--- config.mk ---
export PLATFORM = sky130hd
export DESIGN_NAME = tvla_sequencer
export DESIGN_NICKNAME = d
export VERILOG_FILES = /design/src/rtl/tvla_pkg.sv /design/src/rtl/tvla_lfsr32.sv /design/src/rtl/tvla_sequencer.sv
export SDC_FILE = /design/constraint.sdc
export NUM_CORES = 1
export LEC_CHECK = 0
export BUFFER_PORTS_ARGS = -buffer_cell sky130_fd_sc_hd__buf_2
export CORE_ASPECT_RATIO = 0.7
export CORE_UTILIZATION = 40
export CTS_CLUSTER_DIAMETER = 60
export DETAILED_ROUTE_END_ITERATION = 16
export PLACE_DENSITY = 0.66
export SETUP_SLACK_MARGIN = 0.15
export SLEW_MARGIN = 20
export SYNTH_ARGS = -nofsm -noshare
export SYNTH_HDL_FRONTEND = slang
export SYNTH_SLANG_ARGS = --single-unit
--- constraint.sdc ---
create_clock -name CLK -period 2.8 [get_ports CLK]
set_clock_uncertainty 0.15 [all_clocks]
set_input_delay 0.28 -clock CLK [delete_from_list [all_inputs] [get_ports CLK]]
set_output_delay 0.28 -clock CLK [all_outputs]
set_load 0.02 [all_outputs]
--- src/rtl/tvla_pkg.sv ---
// Shared constants for the TVLA acquisition sequencer: FSM encodings, LFSR
// taps and seed, trace class codes and the LFSR next-state function.
package tvla_pkg;

    localparam logic [2:0] ST_IDLE    = 3'd0;
    localparam logic [2:0] ST_GEN     = 3'd1;
    localparam logic [2:0] ST_LOAD    = 3'd2;
    localparam logic [2:0] ST_RUN     = 3'd3;
    localparam logic [2:0] ST_CAPTURE = 3'd4;
    localparam logic [2:0] ST_FIN     = 3'd5;

    localparam logic [31:0] LFSR_TAPS         = 32'h8020_0003;
    localparam logic [31:0] LFSR_DEFAULT_SEED = 32'h0000_0001;

    localparam logic CLASS_FIXED  = 1'b0;
    localparam logic CLASS_RANDOM = 1'b1;

    // Right-shifting Galois step: the bit shifted out selects the tap mask.
    function automatic logic [31:0] lfsr_next(input logic [31:0] s);
        return (s >> 1) ^ (s[0] ? LFSR_TAPS : 32'h0);
    endfunction

endpackage

--- src/rtl/tvla_lfsr32.sv ---
// 32-bit Galois LFSR used as the random-plaintext source. A zero seed would
// lock the register at zero, so it is replaced by the default seed on load.
module tvla_lfsr32
    import tvla_pkg::*;
(
    input  logic        CLK,
    input  logic        R,
    input  logic        load,
    input  logic [31:0] seed,
    input  logic        step,
    output logic [31:0] state
);

    logic [31:0] state_q;

    always_ff @(posedge CLK or negedge R) begin
        if (!R) begin
            state_q <= LFSR_DEFAULT_SEED;
        end else if (load) begin
            state_q <= (seed == 32'h0) ? LFSR_DEFAULT_SEED : seed;
        end else if (step) begin
            state_q <= lfsr_next(state_q);
        end
    end

    assign state = state_q;

endmodule

--- src/rtl/tvla_sequencer.sv ---
// Fixed-vs-random TVLA acquisition controller: per trace it picks a class,
// builds the plaintext, drives the cipher core and emits a tagged record.
module tvla_sequencer
    import tvla_pkg::*;
#(
    parameter int DW      = 128,
    parameter int CW      = 16,
    parameter int TIMEOUT = 1024
) (
    input  logic          CLK,
    input  logic          R,
    input  logic          start,
    input  logic [CW-1:0] n_traces,
    input  logic [DW-1:0] fixed_pt,
    input  logic [31:0]   seed,
    output logic          core_load,
    output logic [DW-1:0] core_pt,
    input  logic          core_done,
    input  logic [DW-1:0] core_ct,
    output logic          trig,
    output logic          trace_valid,
    output logic          trace_class,
    output logic [CW-1:0] trace_idx,
    output logic [DW-1:0] trace_ct,
    output logic          busy,
    output logic          done,
    output logic          timeout_err
);

    localparam int GEN_CYCLES = DW / 32;
    localparam int GW         = $clog2(GEN_CYCLES + 1);
    localparam int TW         = $clog2(TIMEOUT + 1);

    logic [2:0]    state_q, state_d;
    logic [GW-1:0] gen_q, gen_d;
    logic [TW-1:0] tmo_q, tmo_d;
    logic [CW-1:0] idx_q, idx_d;
    logic [CW-1:0] ntr_q, ntr_d;
    logic [DW-1:0] fpt_q, fpt_d;
    logic [DW-1:0] rnd_q, rnd_d;
    logic [DW-1:0] pt_q, pt_d;
    logic [DW-1:0] ct_q, ct_d;
    logic          class_q, class_d;
    logic          terr_q, terr_d;

    logic          lfsr_load;
    logic          lfsr_step;
    logic [31:0]   lfsr_state;

    tvla_lfsr32 u_lfsr (
        .CLK   (CLK),
        .R     (R),
        .load  (lfsr_load),
        .seed  (seed),
        .step  (lfsr_step),
        .state (lfsr_state)
    );

    always_comb begin
        state_d   = state_q;
        gen_d     = gen_q;
        tmo_d     = tmo_q;
        idx_d     = idx_q;
        ntr_d     = ntr_q;
        fpt_d     = fpt_q;
        rnd_d     = rnd_q;
        pt_d      = pt_q;
        ct_d      = ct_q;
        class_d   = class_q;
        terr_d    = terr_q;
        lfsr_load = 1'b0;
        lfsr_step = 1'b0;

        case (state_q)
            ST_IDLE: begin
                if (start) begin
                    ntr_d     = n_traces;
                    fpt_d     = fixed_pt;
                    idx_d     = '0;
                    gen_d     = '0;
                    terr_d    = 1'b0;
                    lfsr_load = 1'b1;
                    state_d   = (n_traces == '0) ? ST_FIN : ST_GEN;
                end
            end
            ST_GEN: begin
                // Class comes from the pre-step LFSR so both classes consume
                // the same number of steps per trace.
                lfsr_step = 1'b1;
                rnd_d     = (rnd_q << 32) | DW'(lfsr_next(lfsr_state));
                if (gen_q == '0) begin
                    class_d = lfsr_state[0];
                end
                if (gen_q == GW'(GEN_CYCLES - 1)) begin
                    gen_d   = '0;
                    pt_d    = (class_d == CLASS_RANDOM) ? rnd_d : fpt_q;
                    state_d = ST_LOAD;
                end else begin
                    gen_d = gen_q + 1'b1;
                end
            end
            ST_LOAD: begin
                tmo_d   = '0;
                state_d = ST_RUN;
            end
            ST_RUN: begin
                if (core_done) begin
                    ct_d    = core_ct;
                    state_d = ST_CAPTURE;
                end else if (tmo_q == TW'(TIMEOUT - 1)) begin
                    terr_d  = 1'b1;
                    state_d = ST_FIN;
                end else begin
                    tmo_d = tmo_q + 1'b1;
                end
            end
            ST_CAPTURE: begin
                if (idx_q == ntr_q - 1'b1) begin
                    state_d = ST_FIN;
                end else begin
                    idx_d   = idx_q + 1'b1;
                    state_d = ST_GEN;
                end
            end
            ST_FIN: begin
                state_d = ST_IDLE;
            end
            default: begin
                state_d = ST_IDLE;
            end
        endcase
    end

    always_ff @(posedge CLK or negedge R) begin
        if (!R) begin
            state_q <= ST_IDLE;
            gen_q   <= '0;
            tmo_q   <= '0;
            idx_q   <= '0;
            ntr_q   <= '0;
            fpt_q   <= '0;
            rnd_q   <= '0;
            pt_q    <= '0;
            ct_q    <= '0;
            class_q <= 1'b0;
            terr_q  <= 1'b0;
        end else begin
            state_q <= state_d;
            gen_q   <= gen_d;
            tmo_q   <= tmo_d;
            idx_q   <= idx_d;
            ntr_q   <= ntr_d;
            fpt_q   <= fpt_d;
            rnd_q   <= rnd_d;
            pt_q    <= pt_d;
            ct_q    <= ct_d;
            class_q <= class_d;
            terr_q  <= terr_d;
        end
    end

    // The power window spans the load strobe and every cycle spent waiting.
    assign core_load   = (state_q == ST_LOAD);
    assign core_pt     = pt_q;
    assign trig        = (state_q == ST_LOAD) || (state_q == ST_RUN);
    assign trace_valid = (state_q == ST_CAPTURE);
    assign trace_class = class_q;
    assign trace_idx   = idx_q;
    assign trace_ct    = ct_q;
    assign busy        = (state_q != ST_IDLE);
    assign done        = (state_q == ST_FIN);
    assign timeout_err = terr_q;

endmodule

* Word-level counts from Yosys, hierarchy flattened
Cells that the tools add are included.
** Storage, ports and cells
- Register bits :: 563
- Output and inout port bits :: 279
** Operators by class
- Add/subtract/negate cells :: 4
- Mux-type cells :: 30
- Eq/ne operators :: 15
- Bitwise logic cells :: 2
- Reductions and logical operators :: 19
** Operator list (number)
- $mux W128 :: 1
- $mux W32 :: 4
- $or A128 B32 Y128 :: 1
- $logic_not A32 Y1 :: 1
- $mux W16 :: 2
- $pmux W16 S2 :: 1
- $xor A31 B32 Y32 :: 1
- $mux W3 :: 8
- $mux W11 :: 2
- $pmux W11 S2 :: 1
- $add A16 B1 Y16 const B :: 1
- $eq A16 B16 Y1 :: 1
- $logic_not A16 Y1 :: 1
- $sub A16 B1 Y16 const B :: 1
- $pmux W3 S5 :: 1
- $ne A2 B2 Y1 const B :: 6
- $add A11 B1 Y11 const B :: 1
- $eq A11 B10 Y1 const B :: 1
- $reduce_bool A2 Y1 :: 5
- $eq A3 B2 Y1 const B :: 3
- $reduce_and A3 Y1 :: 3
- $mux W1 :: 8
- $reduce_and A2 Y1 :: 4
- $eq A3 B3 Y1 const B :: 2
- 9 further kinds :: 10

* Depth between registers and ports, before layout
Gate-level depths: netlist (run 1).
- Depth in word-level cells :: 4
- Gate-level depth with buffers :: 13

* By module
Synthesis (run 1) repeated with hierarchy kept, for this count alone.
** Second synthesis, totals
- Cells, all modules :: 2088
- Area, all modules :: 23495.0 µm²
** Modules (own cells, without submodules)
- tvla_sequencer :: cells an instance 1933, seq. area each 13287.7 µm², times used 1, area an instance 21899.8 µm²
- tvla_lfsr32 :: cells an instance 155, seq. area each 802.0 µm², times used 1, area an instance 1595.3 µm²

* Worst setup path after synthesis (run 1)
No wires, ideal clock.
- Kind :: flip-flop to flip-flop
- Start :: register ntr_q[0]
- End :: register idx_q[14] (netlist: trace_idx[14])
- Cell stages (with the launch flop) :: 12
- Arrival :: 2598 ps
- Clock period less this slack :: 2826 ps
- Path slack :: -26 ps
- Data required time :: 2572 ps
- Buffers on the path :: 2
- Cell sequence :: dfrtp_1 > buf_6 > inv_1 > ha_1 > or3b_1 > nor4_2 > mux2i_1 > nor4_1 > and4_1 > buf_6 > or4_1 > a21oi_1
** Between the ends
- Cells in the longest elaborated chain, start to end :: 4
** RTL lines
- from (decl) :: RTL line tvla_sequencer.sv:38 : logic [CW-1:0] ntr_q, ntr_d;
- from (signal assigned) :: RTL line tvla_sequencer.sv:152 : ntr_q <= ntr_d;
- $sub A16 B1 Y16 :: RTL line tvla_sequencer.sv:118 : if (idx_q == ntr_q - 1'b1) begin
- $eq A16 B16 Y1 :: RTL line tvla_sequencer.sv:118
- $ne A2 B2 Y1 (no source line)
- $reduce_and A3 Y1 (no source line)
- to (signal assigned) :: RTL line tvla_sequencer.sv:151 : idx_q <= idx_d;
- to (decl) :: RTL line tvla_sequencer.sv:37 : logic [CW-1:0] idx_q, idx_d;
No other way between the ends.
A chain may end at the register's enable or synchronous reset.

* Worst setup path after layout (run 1)
- Start :: register ntr_q[1]
- End :: register idx_q[8] (netlist: trace_idx[8])
The elaborated chain is that of the path after synthesis.

==> results of run 1 <==
timing repair:
| item | in CTS | in global routing |
|---|---|---|
| setup buffers | 10 | 3 |
| cloned | 1 | 1 |
| pin swaps | 9 | 11 |
| endpoints found under the setup margin | 17 | 18 |
| endpoints found under the hold margin | 369 | 0 |
| hold buffers | 307 | 0 |
| gates resized for setup | 6 | 21 |
cell usage after synthesis, drive strengths merged (13+ instances only):
master	n	area (sq um)
clkbuf	123	462
nand2	893	3350
dfrtp	562	14100
mux2i	134	1340
o21ai	150	751
nand3	15	75.1
buf	13	93.8
xnor2	19	166
a21oi	15	75.1
mux2	128	1440
a31oi	31	194
xor2	13	114
nor2	63	236
nor4	21	156
nor3	13	65.1
layout make-up:
class / instances / area, sq um
inverters: 9 / 33.8
clock buffers: 77 / 1580
repair buffers: 975 / 7050
fillers: 4810 / 24300
flip-flops and latches: 563 / 14100
multi-input cells: 1585 / 8880
clock inverters: 21 / 260
diodes: 6 / 15.0
well taps: 750 / 938
state kept, by name, indices dropped and copies added, names as in the netlist:
register	cells
gen_q	3
u_lfsr.state	32
fpt_q	128
rnd_q	96
trace_class	1
core_pt	128
ntr_q	16
trace_idx	16
tmo_q	11
state_q	3
timeout_err	1
trace_ct	128
worst register-to-register path: stages (launching register included):
cell and delay (ns):
dfrtp_1 0.42, buf_6 0.15, nor4_4 0.29, buf_4 0.18, a31oi_4 0.08, or4bb_1 0.49, o211ai_1 0.13, and4_4 0.30
buf_12 0.12, clkbuf_16 0.14, o21ai_1 0.09, a21oi_2 0.15
report_power, final:
part	internal, W	leakage (nW)	switching [W]
combinational	0.00617	8.99	0.00947
clock	0.00440	0.894	0.00324
sequential	0.0118	7.07	0.00293
total	0.0224	17.0	0.0156
metrics by stage:
stage / worst slack (ns) / cells / hold slack (ns)
2_1_floorplan: 0.0933 / 2293 / -0.166
3_3_place_gp: -0.0321 / 3560 / 0.236
3_5_place_dp: -0.0433 / 3560 / 0.245
4_1_cts: 0.0693 / 3976 / 0.0699
5_1_grt: -0.0681 / 3983 / 0.111
6_report: 0.0323 / 3986 / 0.109
per-layer routing:
metal	GRT usage	vias up	wire length, um
met4	0.0852	4	2500
li1	-	9360	-
met2	0.399	725	34600
met3	0.0598	189	5290
met1	0.369	10000	36100
met5	0	-	31
cells by family (layout without fill, tap and decap cells):
group	after synthesis	after routing	share of synthesized area
buffers and inverters	145	1082	0.0252
flip-flops	563	563	0.604
XOR/XNOR	32	32	0.0120
AND/OR/NAND/NOR	1063	1063	0.184
other	0	6	0
adder cells (fa/ha/maj)	5	5	0.00268
AO/OA/AOI/OAI	223	223	0.0528
multiplexers	262	262	0.119
worst min path at each step:
| stage | depth (start not counted) | slack [ns] | to |
|---|---|---|---|
| after global routing | 3 | 0.11 | trace_idx[9] |
| after CTS | 4 | 0.07 | ntr_q[12] |
| after global placement | 1 | 0.24 | core_pt[117] |
| final | 5 | 0.11 | fpt_q[31] |
| after detailed placement | 1 | 0.25 | core_pt[117] |
| after floorplan | 0 | -0.17 | core_pt[0] |
==> results.md, run 1 <==
## Outcome
* finished, final reports clean — run status

## Worst setup path
* 4 — number of buffers and inverters on the critical path
* or4bb_1 — master of the slowest instance on the critical path
* 11 — depth of the worst register-to-register path
* 11 — cell count along the critical path
* ntr_q[1] — RR Startpoint
* 5 — maximum fanout along the worst path
* ntr_q[1] — Critical path origin
* trace_idx[8] — endpoint of the worst-slack reg-to-reg timing path
* flop — CP Launch Type
* flop — element type at the critical path end
* 0.49 ns — Largest stage delay, worst path
* 3.16 ns — data required time of the worst path
* simple AND/OR/NAND/NOR gates — kind of cell adding the most delay to the critical path
* 3.13 ns — Crit path arrival time
* trace_idx[8] — destination of the critical timing path
* 0.03 ns — internal reg-to-reg setup slack
* buf_6 > nor4_4 > buf_4 > a31oi_4 > or4bb_1 > o211ai_1 > and4_4 > buf_12 > clkbuf_16 > o21ai_1 > a21oi_2 — CP cell instances
* flop to flop — Critical Setup Path Class

## Clock network
* 2 — Clock H-tree levels
* 563 — CTS sink cnt
* 3 — Clock Path Buffers
* 0.59 ns — source-to-sink clock delay at the later pin of the worst-skew pair
* done — TritonCTS clock tree
* clkbuf_16 — Root Buffer Master
* 55 — CTS buffer count
* 0.06 ns — clock transition time at the flip-flop clock pins of the worst setup and hold paths

## STA
* 0.861 ns — worst-margin pin slew
* 0.988 — ratio of final minimum period to clock period
* 0.361 GHz — maximum clock frequency
* 2.77 ns — final critical delay including setup and external delays
* 0 — number of setup violations in the final report
* 0 — final-report hold violation count
* yes — setup repair after global routing missed its margin
* 0 ns — TNS Setup
* 0 — Slew Viols, Final
* 0.426 — Max-Slew Margin vs Limit

## Floorplanning
* 291 um — die width
* 0.408 — initial standard-cell utilization of the core
* 57200 sq um — Floorplan Core Area
* 204 um — height of the die
* 587 — count of pins on the block boundary
* 73 — number of standard-cell rows in the floorplan
* 59300 sq um — Die Area

## Detailed routing
* 0 — number of nets with antenna violations after detailed routing
* 1322 — violation count after the first detailed-routing iteration
* 78.5 mm — final WL
* 19.7 um — routed length per instance
* 6 — detailed-routing iteration count for the pre-antenna-repair pass
* 20300 — via count
* 0 — remaining routing DRC violations
* 5.10 — vias per std cell

## GRT
* 121 mm — global-route wire length before repair
* 0 — total congestion overflow after global routing
* 0.262 — global-route usage over all layers
* 130 — pin count of the biggest net entering global routing
* 7 — initial antenna violation count
* 21100 — number of global-route vias before repair

## Cells and area
* nand2_1 — most common cell after layout, fill and taps aside
* 40.7% — Area growth, synth to finish
* 3502 — fin nets
* 891 x nand2_1, 585 x buf_2, 562 x dfrtp_1 — top library cells by usage in the layout, fill and taps aside
* 32800 sq um — final cell area excluding filler cells
* 0.574 — Post-Route Utilization
* 0.287 — share of layout cells above drive strength 1

## Yosys
* 23300 sq um — Synth Cell Area
* 563 — post-synthesis register bit count
* 2293 — cells after synthesis
* 0 — number of warnings printed during yosys synthesis
* 2606 — Mapped Nets
* 1.00 — fraction of registers with async set/reset
* 0.604 — part of the Yosys area used for sequential elements
* 50 — number of unique standard cell types used by synthesis
* 10.2 sq um — mean area per synthesized cell
* 0 — number of flops mapped to enable cells by yosys
* dfrtp_1 — Synth Flop Type

## Place
* 53.7 mm — detailed placer's ending HPWL
* 586 — number of buffer cells added on primary ports
* 0.856 — last weighted congestion value of the routability-driven placer
* 27600 sq um — area post-placement

## Power
* 1160 nW/um^2 — total power divided by cell area
* 0.000777 V — Max IR drop VDD
* 17.0 nW — leakage power
* 0.0380 W — post-layout power

## Run
* 0 — max cap viols

## Min path
* start — Hold Crit Start
* input pin to flop — Hold WC Path Type

No activity file was read; power rests on OpenSTA's default activity.
==> inputs of run 2 (changes only) <==
--- a/config.mk
+++ b/config.mk
@@ -6,11 +6,12 @@
 export NUM_CORES = 1
 export LEC_CHECK = 0
 export BUFFER_PORTS_ARGS = -buffer_cell sky130_fd_sc_hd__buf_2
-export CORE_ASPECT_RATIO = 0.7
-export CORE_UTILIZATION = 40
+export CELL_PAD_IN_SITES_DETAIL_PLACEMENT = 1
+export CELL_PAD_IN_SITES_GLOBAL_PLACEMENT = 2
+export CORE_UTILIZATION = 30
 export CTS_CLUSTER_DIAMETER = 60
 export DETAILED_ROUTE_END_ITERATION = 16
-export PLACE_DENSITY = 0.66
+export PLACE_DENSITY = 0.78
 export SETUP_SLACK_MARGIN = 0.15
 export SLEW_MARGIN = 20
 export SYNTH_ARGS = -nofsm -noshare
==> run 2 against run 1 <==
  * The flow now finishes with violations (negative setup slack)
  * Total power rose by 7.4%
  * Clock-buffer cell count rose by 21
  * First-iteration DRC count fell by 27%
  * Critical path depth fell by 3
  * Non-clock buffer count rose by 13
  * Worst hold slack got worse by 0.094 ns
  * Cell area rose by 3.1%
  * Register-to-register slack got worse by 0.03 ns
  * Highest routed layer is now met4
==> results.md, run 2 (synthesis gave the netlist of run 1 again) <==
## Outcome
* complete, but fails checks — run status
* negative setup slack — violated checks

## Detailed routing
* 0 — remaining routing DRC violations
* 91.2 mm — final WL
* 4.73 — vias per std cell
* 4 — detailed-routing iteration count for the pre-antenna-repair pass
* 0 — number of nets with antenna violations after detailed routing
* 21.1 um — routed length per instance
* 962 — violation count after the first detailed-routing iteration
* 20400 — via count

## GRT
* 0.230 — global-route usage over all layers
* 22700 — number of global-route vias before repair
* 0 — total congestion overflow after global routing
* 130 — pin count of the biggest net entering global routing
* 6 — initial antenna violation count
* 139 mm — global-route wire length before repair

## STA
* 0.498 — Max-Slew Margin vs Limit
* yes — setup repair after global routing missed its margin
* 1.00 — ratio of final minimum period to clock period
* 0.753 ns — worst-margin pin slew
* 0.357 GHz — maximum clock frequency
* 1 — number of setup violations in the final report
* 2.80 ns — final critical delay including setup and external delays
* -0.000533 ns — TNS Setup
* 0 — Slew Viols, Final
* 0 — final-report hold violation count
* -0.000533 ns — setup slack of the critical path after layout

## Cells and area
* 0.295 — share of layout cells above drive strength 1
* 45.1% — Area growth, synth to finish
* 3533 — fin nets
* 33900 sq um — final cell area excluding filler cells
* nand2_1 — most common cell after layout, fill and taps aside
* 891 x nand2_1, 585 x buf_2, 561 x dfrtp_1 — top library cells by usage in the layout, fill and taps aside
* 4317 — final standard cell count with taps included and fillers excluded

## Floorplanning
* 76500 sq um — Floorplan Core Area
* 587 — count of pins on the block boundary
* 101 — number of standard-cell rows in the floorplan
* 281 um — die width
* 0.305 — initial standard-cell utilization of the core
* 78900 sq um — Die Area
* 281 um — height of the die

## Place
* 28200 sq um — area post-placement
* 586 — number of buffer cells added on primary ports
* -0.172 ns — Setup WS pre-CTS
* 3866 — number of cells after detailed placement
* 0.865 — last weighted congestion value of the routability-driven placer
* 61.0 mm — detailed placer's ending HPWL

## Worst setup path
* 20 — maximum fanout along the worst path
* flop — CP Launch Type
* flop to flop — Critical Setup Path Class
* 3.19 ns — Crit path arrival time
* flop — element type at the critical path end
* 3.18 ns — data required time of the worst path

## Run
* 0 — max cap viols

## Clock network
* clkbuf_16 — Root Buffer Master
* 3 — Clock Path Buffers
* done — TritonCTS clock tree
* 0.61 ns — source-to-sink clock delay at the later pin of the worst-skew pair
* 0.06 ns — clock transition time at the flip-flop clock pins of the worst setup and hold paths
* 73 — CTS buffer count
* 3 — Clock H-tree levels
* 563 — CTS sink cnt

## Power
* 1210 nW/um^2 — total power divided by cell area
* 17.3 nW — leakage power
* 0.0408 W — post-layout power
* 0.000802 V — Max IR drop VDD

## Min path
* input pin to async pin — Hold WC Path Type

==> run 2: changes by cell type in the layout (fill, tap and decap cells not counted), sizes merged <==
cell / change
clkinv: +10
bufinv: +3
clkinvlp: -1
diode: +2
clkbuf: +20
buf: +15
inv: +3
dlygate4sd3: -1
==> run 2: layout make-up <==
cell class | instances | area, sq um
fill | 8576 | 42600
antenna | 8 | 20.0
multi-input combinational | 1585 | 8820
inverter | 9 | 33.8
sequential | 563 | 14100
clock buffer | 98 | 2070
tap | 1030 | 1290
clock inverter | 36 | 464
timing repair buffer | 988 | 7090
==> run 2: critical path, stage by stage, from the launching register on <==
cell     delay (ns)
dfrtp_1        0.38
or4_4          0.60
nor4b_4        0.34
and3_1         0.23
nor4_2         0.05
and4_4         0.19
buf_12         0.15
or4_1          0.51
a21oi_2        0.14
==> run 2: final timing paths <==
check                      startpoint            end  slack, ns  cells after the start
max in group asynchronous           R   trace_ct[90]       1.47                      4
min in group CLK                start    timeout_err       0.04                      3
max                          ntr_q[7]  trace_idx[14]    -0.0005                      8
max reg2reg                  ntr_q[7]  trace_idx[14]    -0.0005                      8
min reg2reg                fpt_q[104]     fpt_q[104]       0.32                      2
min                                 R   trace_ct[11]       0.02                      2
==> run 2: what timing repair did <==
item,in CTS,in global routing
resized for setup,7,11
hold buffers,306,0
endpoints found under the setup margin,17,17
buffers inserted,2,1
gates cloned,0,0
hold endpoints to repair,806,0
pin swaps,6,2
==> run 2: report_power, final <==
part / total (W) / leakage [nW] / switching, W / internal [W]
registers: 0.0146 / 7.07 / 0.00275 / 0.0118
logic: 0.0164 / 9.03 / 0.0101 / 0.00629
clock network: 0.00987 / 1.24 / 0.00386 / 0.00600
==> run 2: stage by stage <==
stage,utilization,hold slack (ns)
2_1_floorplan,-,-0.166
3_3_place_gp,0.368,0.0663
3_5_place_dp,0.368,0.0778
4_1_cts,0.442,0.000300
5_1_grt,0.443,0.0183
6_report,0.443,0.0154
==> run 2: per-layer routing <==
| metal | vias to the layer above | part of all wire | GRT usage |
|---|---|---|---|
| met5 | - | 0 | 0 |
| met4 | 0 | 0.047 | 0.110 |
| met3 | 161 | 0.044 | 0.0394 |
| met2 | 565 | 0.48 | 0.386 |
| met1 | 10200 | 0.42 | 0.287 |
| li1 | 9444 | - | - |
